`config.mk`:
```
export PLATFORM = sky130hd
export DESIGN_NAME = tic_tac_game
export DESIGN_NICKNAME = d
export VERILOG_FILES = /design/src/rtl/tic_tac_game.sv
export SDC_FILE = /design/constraint.sdc
export NUM_CORES = 1
export LEC_CHECK = 0
export ABC_AREA = 0
export CAP_MARGIN = 30
export CORE_ASPECT_RATIO = 1.2
export CORE_MARGIN = 5
export CORE_UTILIZATION = 51
export CTS_BUF_LIST = sky130_fd_sc_hd__clkbuf_4
export CTS_CLUSTER_SIZE = 16
export DETAILED_ROUTE_END_ITERATION = 7
export GPL_TIMING_DRIVEN = 1
export PLACE_DENSITY_LB_ADDON = 0.15
export SYNTH_ARGS = -nofsm -noshare
export SYNTH_HDL_FRONTEND = slang
export SYNTH_SLANG_ARGS = --single-unit
```
`constraint.sdc`:
```
create_clock -name clk_i -period 2.4 [get_ports clk_i]
set_input_delay 0.36 -clock clk_i [delete_from_list [all_inputs] [get_ports clk_i]]
set_output_delay 0.36 -clock clk_i [all_outputs]
set_load 0.02 [all_outputs]
```
`src/rtl/tic_tac_game.sv`:
```
// tic_tac_game -- two-player tic-tac-toe referee.
//
// Accepts moves for X and O in turn, rejects moves onto occupied or
// out-of-range cells, scores the board after every legal move and holds the
// result until a restart.
//
// Handshake: a move is consumed on a rising edge where move_valid_i=1 and
// move_ready_o=1. move_ready_o is registered and is high only while waiting
// for a move (PLAY_X / PLAY_O). A consumed move is either applied to the board
// or rejected with a one-cycle illegal_o pulse; it is never held or replayed.
//
// Ports:
//   clk_i, rst_i      clock (rising edge), asynchronous active-high reset
//   move_valid_i      a move is offered this cycle
//   move_pos_i[3:0]   target cell 0..8, row-major (bit n of board = cell n)
//   restart_i         clear the board and start a new game (beats a move)
//   move_ready_o      a move can be accepted this cycle
//   x_o[8:0], o_o[8:0] board occupancy for X and O
//   turn_o            0 = X to move, 1 = O to move
//   illegal_o         one-cycle pulse after a rejected move
//   winx_o, wino_o, draw_o, game_over_o   result flags
//   state_o[1:0]      current FSM state (debug observation)
//   move_cnt_o[3:0]   legal moves this game (only with TTT_MOVE_COUNT_EN)
//
// Configuration: define TTT_MOVE_COUNT_EN to add the move_cnt_o counter.
module tic_tac_game (
    input  logic       clk_i,
    input  logic       rst_i,
    input  logic       move_valid_i,
    input  logic [3:0] move_pos_i,
    input  logic       restart_i,
    output logic       move_ready_o,
    output logic [8:0] x_o,
    output logic [8:0] o_o,
    output logic       turn_o,
    output logic       illegal_o,
    output logic       winx_o,
    output logic       wino_o,
    output logic       draw_o,
    output logic       game_over_o,
    output logic [1:0] state_o
`ifdef TTT_MOVE_COUNT_EN
    ,
    output logic [3:0] move_cnt_o
`endif
);

    typedef enum logic [1:0] {
        PLAY_X = 2'd0,
        PLAY_O = 2'd1,
        CHECK  = 2'd2,
        DONE   = 2'd3
    } state_t;

    state_t     state;
    logic [8:0] cell_mask;
    logic       pos_legal;
    logic [8:0] mover_board;

    // True when any of the 8 lines is fully occupied in board b.
    function automatic logic has_line(input logic [8:0] b);
        return (&b[2:0]) | (&b[5:3]) | (&b[8:6]) |
               (b[0] & b[3] & b[6]) | (b[1] & b[4] & b[7]) | (b[2] & b[5] & b[8]) |
               (b[0] & b[4] & b[8]) | (b[2] & b[4] & b[6]);
    endfunction

    // Out-of-range positions shift the mask to zero, so the range test must
    // be explicit rather than relying on the occupancy test.
    always_comb begin
        cell_mask   = 9'd1 << move_pos_i;
        pos_legal   = (move_pos_i <= 4'd8) && (((x_o | o_o) & cell_mask) == 9'd0);
        mover_board = turn_o ? o_o : x_o;
    end

    assign state_o = state;

    always_ff @(posedge clk_i or posedge rst_i) begin
        if (rst_i) begin
            state        <= PLAY_X;
            move_ready_o <= 1'b0;
            x_o          <= 9'd0;
            o_o          <= 9'd0;
            turn_o       <= 1'b0;
            illegal_o    <= 1'b0;
            winx_o       <= 1'b0;
            wino_o       <= 1'b0;
            draw_o       <= 1'b0;
            game_over_o  <= 1'b0;
`ifdef TTT_MOVE_COUNT_EN
            move_cnt_o   <= 4'd0;
`endif
        end else if (restart_i) begin
            // Any move offered alongside restart is dropped silently.
            state        <= PLAY_X;
            move_ready_o <= 1'b1;
            x_o          <= 9'd0;
            o_o          <= 9'd0;
            turn_o       <= 1'b0;
            illegal_o    <= 1'b0;
            winx_o       <= 1'b0;
            wino_o       <= 1'b0;
            draw_o       <= 1'b0;
            game_over_o  <= 1'b0;
`ifdef TTT_MOVE_COUNT_EN
            move_cnt_o   <= 4'd0;
`endif
        end else begin
            illegal_o <= 1'b0;
            case (state)
                PLAY_X, PLAY_O: begin
                    // Also raises ready on the first edge after reset.
                    move_ready_o <= 1'b1;
                    if (move_valid_i && move_ready_o) begin
                        if (pos_legal) begin
                            if (state == PLAY_X) x_o <= x_o | cell_mask;
                            else                 o_o <= o_o | cell_mask;
                            state        <= CHECK;
                            move_ready_o <= 1'b0;
`ifdef TTT_MOVE_COUNT_EN
                            // At most 9 legal moves fit on the board, so
                            // the counter tops out at 9 on its own.
                            move_cnt_o   <= move_cnt_o + 4'd1;
`endif
                        end else begin
                            illegal_o <= 1'b1;
                        end
                    end
                end
                CHECK: begin
                    // Win is tested before full-board so a line on the ninth
                    // move scores as a win.
                    if (has_line(mover_board)) begin
                        state       <= DONE;
                        winx_o      <= ~turn_o;
                        wino_o      <= turn_o;
                        game_over_o <= 1'b1;
                    end else if ((x_o | o_o) == 9'h1FF) begin
                        state       <= DONE;
                        draw_o      <= 1'b1;
                        game_over_o <= 1'b1;
                    end else begin
                        state        <= turn_o ? PLAY_X : PLAY_O;
                        turn_o       <= ~turn_o;
                        move_ready_o <= 1'b1;
                    end
                end
                default: begin
                    // DONE holds board and result until restart.
                    move_ready_o <= 1'b0;
                end
            endcase
        end
    end

endmodule

```
==> Flow_metrics.wiki <==
{| class="wikitable"
! Metric !! Value
|-
| Total of hold buffers inserted after clock tree synthesis || 0
|-
| Beginning of the critical path || o_o[8]
|-
| Seq/Total Area, Yosys || roughly 45%
|-
| Psw || ~0.00024 W
|-
| Clk_skew || ~11 ps
|-
| Max-capacitance violation count || 0
|-
| # resized after CTS || 0
|-
| Syn Area/Cell || 9.00 µm²
|-
| Ratio of cells with drive above 1 in the final layout || about an eighth
|-
| Chip Height || around 70 µm
|-
| Worst setup timing slack at the placement stage || -145 ps
|-
| Number of register bits inferred by synthesis || 27
|-
| Number of CTS-inserted buffers || 3
|-
| Type of the worst setup path || flop to flop
|-
| Period utilization || ~93%
|-
| Arrival time worst endpoint || ~2500 ps
|-
| Final routed wire length divided by cell count || 17.9 µm
|-
| Gr usage total || between 20% and 30%
|-
| Nets || roughly 220
|-
| Static Leak || ~0.79 nW
|-
| Ant. Diodes || 0
|-
| Clk Tree Root Cell || sky130_fd_sc_hd__clkbuf_4
|-
| Clock latency at the later pin of the worst-skew pair || around 330 ps
|-
| Die X || 59.7 µm
|-
| Gate Count Post-Synth || approximately 170
|-
| Cell with the most instances after synthesis || sky130_fd_sc_hd__nor2_1
|-
| Starting Density || between 50% and 60%
|-
| Library cell occupying the most area in the post-synthesis netlist || sky130_fd_sc_hd__dfrtp_1
|-
| Power density over the cells || around 420 nW/µm²
|-
| Vias per Instance || 6.32
|-
| Hold Vio Cnt, Final || 0
|-
| IO Port Bufs || 34
|-
| Transition time at the pin with the least slew margin || about 600 ps
|-
| Overall routed net length || approximately 4400 µm
|-
| Min Tclk post-route || between 2000 and 2500 ps
|-
| Number of sinks handled by clock tree synthesis || 27
|-
| Number of DRC violations after detailed routing || 0
|-
| Routed vias || ~1600
|-
| Reg-to-Reg Start || o_o[8]
|-
| Outcome || finished, final reports clean
|-
| Number of standard-cell rows in the floorplan || 21
|-
| Worst vdd ir || a little over 0.3 mV
|-
| Maximum fanout along the worst path || 6
|-
| Final weighted congestion in routability-driven placement || between 0.8 and 0.9
|-
| Sequential Power Share || around 57%
|-
| Setup repair after global routing missed its margin || no
|-
| Number of global-route vias before repair || around 1500
|-
| Critical path launch point type || flop
|-
| Die ar. || between 4000 and 5000 µm²
|-
| Req. time, crit path || around 2700 ps
|-
| Clock tree from TritonCTS || built
|-
| Worst-case clock buffer depth || 2
|-
| Non-filler instance count after layout || approximately 250
|-
| CP endpoint kind || flop
|-
| Post-CTS Repair Setup Buffers || 0
|-
| Dominant cells by area after synthesis || sky130_fd_sc_hd__dfrtp_1 (45%), sky130_fd_sc_hd__nor2_1 (7.2%), sky130_fd_sc_hd__a41oi_1 (6.9%), sky130_fd_sc_hd__a22oi_1 (4.0%), sky130_fd_sc_hd__a21oi_1 (2.6%)
|-
| FF/Latch Area || roughly 680 µm²
|-
| Clock share of power || between 20% and 30%
|-
| Total negative slack for setup checks || 0 ps
|-
| Most used flip-flop cell after synthesis || sky130_fd_sc_hd__dfrtp_1
|-
| FMAX || 0.450 GHz
|-
| Summed instance area of the synthesized netlist || 1510 µm²
|-
| Top-area cell type share of the netlist area || 44.7%
|-
| H-tree depth || 1
|-
| List of most frequent post-synthesis cells || sky130_fd_sc_hd__nor2_1 (29), sky130_fd_sc_hd__dfrtp_1 (27), sky130_fd_sc_hd__a41oi_1 (12)
|-
| Count of unique library cells instantiated by Yosys || 42
|-
| Relative max-transition margin || between 50% and 60%
|-
| Post-route worst setup slack || 178 ps
|-
| Switching share of power || 28.4%
|-
| Comb power frac || between 10% and 20%
|-
| Hold/Removal Path Class || input pin to asynchronous set/reset pin
|-
| Clock-pin slew of the registers on the worst-case setup and hold paths || about 160 ps
|-
| Global route total overflow || 0
|-
| Number of enable-type register cells in the synthesized netlist || 0
|-
| Setup-violating endpoint count in the final report || 0
|-
| Area added between synthesis and finish || 31.7%
|-
| Multi-input gate area || approximately 750 µm²
|-
| Net count of the mapped netlist || 176
|-
| Yosys warnings || 0
|-
| Pin count of the biggest net entering global routing || 28
|-
| Slew Viols, Final || 0
|-
| Internal Pwr Total || approximately 0.0006 W
|-
| Placeable core region || 2810 µm²
|-
| Number of routed nets with antenna violations || 0
|-
| Ports || 35
|-
| Antenna violations before repair || 0
|-
| HPWL Detailed || 3220 µm
|-
| Detailed Route Iter0 Violations || ~110
|-
| Layout filler cell count || around 240
|-
| Global-route wire length before repair || ~7300 µm
|-
| Detailed-routing iteration count for the pre-antenna-repair pass || 5
|-
| Share of flip-flops with an asynchronous set or reset after synthesis || 100%
|-
| Number of placed cells counting well taps || ~240
|-
| Power Total || 0.000835 W
|}
## kinds of logic after synthesis
logic type      count (synthesis)  share of synthesized area, %
flops                          27                          44.7
buf+inv                        19                          5.54
mux                             1                         0.744
compound gates                 52                          27.0
simple gates                   69                          22.1
## sequential cells by signal (all words and copies together) (netlist names)
signal,flops
x_o,9
move_ready_o,1
state_o,2
wino_o,1
game_over_o,1
draw_o,1
o_o,9
winx_o,1
turn_o,1
illegal_o,1
## worst max-delay path, stage by stage, from the launching register on
cell and delay, ps:
sky130_fd_sc_hd__dfrtp_1 510, sky130_fd_sc_hd__o41ai_2 350, sky130_fd_sc_hd__o311ai_1 200, sky130_fd_sc_hd__a221o_1 410, sky130_fd_sc_hd__or4_1 510, sky130_fd_sc_hd__a21oi_1 170
## cells in the final DEF (no fill, tap or decap), types with 3 or more instances in the layout
| cell type | instances |
|---|---|
| sky130_fd_sc_hd__o32ai_1 | 4 |
| sky130_fd_sc_hd__or2_2 | 4 |
| sky130_fd_sc_hd__inv_1 | 10 |
| sky130_fd_sc_hd__a21oi_1 | 8 |
| sky130_fd_sc_hd__dfrtp_1 | 27 |
| sky130_fd_sc_hd__nand2_1 | 9 |
| sky130_fd_sc_hd__o21ai_0 | 3 |
| sky130_fd_sc_hd__a41oi_1 | 12 |
| sky130_fd_sc_hd__clkbuf_4 | 4 |
| sky130_fd_sc_hd__nand2b_1 | 3 |
| sky130_fd_sc_hd__o22ai_1 | 3 |
| sky130_fd_sc_hd__clkdlybuf4s50_1 | 34 |
| sky130_fd_sc_hd__nor2b_1 | 3 |
| sky130_fd_sc_hd__nor3_1 | 6 |
| sky130_fd_sc_hd__a22oi_1 | 8 |
| sky130_fd_sc_hd__nor2_1 | 29 |
| sky130_fd_sc_hd__nand3_1 | 3 |
| sky130_fd_sc_hd__buf_4 | 15 |
## power by group through the flow
stage	combinational [W]	clock, W	sequential, W
floorplan	0.0000754	0	0.000486
global placement	0.000136	0	0.000484
detailed placement	0.000139	0	0.000484
CTS	0.000140	0.000218	0.000476
global route	0.000152	0.000241	0.000478
finish	0.000141	0.000218	0.000476
## path summary, 6_finish.rpt
check	slack, ps	end	depth (start not counted)
max	180	x_o[8]	5
min	370	x_o[1]	3
max reg2reg	180	x_o[8]	5
min reg2reg	530	game_over_o	2
max in group asynchronous	1770	winx_o	3
min in group clk_i	530	game_over_o	2
## area by class of cell
cell class / instances / share of cell area (%)
Multi-Input combinational cell: 122 / 37.8
Sequential cell: 27 / 33.9
Timing Repair Buffer: 49 / 22.7
Tap cell: 34 / 2.14
Inverter: 10 / 1.88
Clock buffer: 4 / 1.51
## metrics by stage
step | hold WS, ps | utilization [%] | area [µm²]
finish | 374 | 70.9 | 1990
global route | 411 | 70.9 | 1990
CTS | 393 | 70.9 | 1990
floorplan | 413 | - | 1510
global placement | 479 | 69.8 | 1960
detailed placement | 509 | 69.8 | 1960
## layer usage
metal	routed length [µm]	GRT usage (%)	vias up
met5	0	0	-
met4	69	6.90	0
met3	314	2.79	12
met2	2280	36.8	75
met1	1730	29.0	743
li1	-	-	724
(Power assumes the default switching activity.)
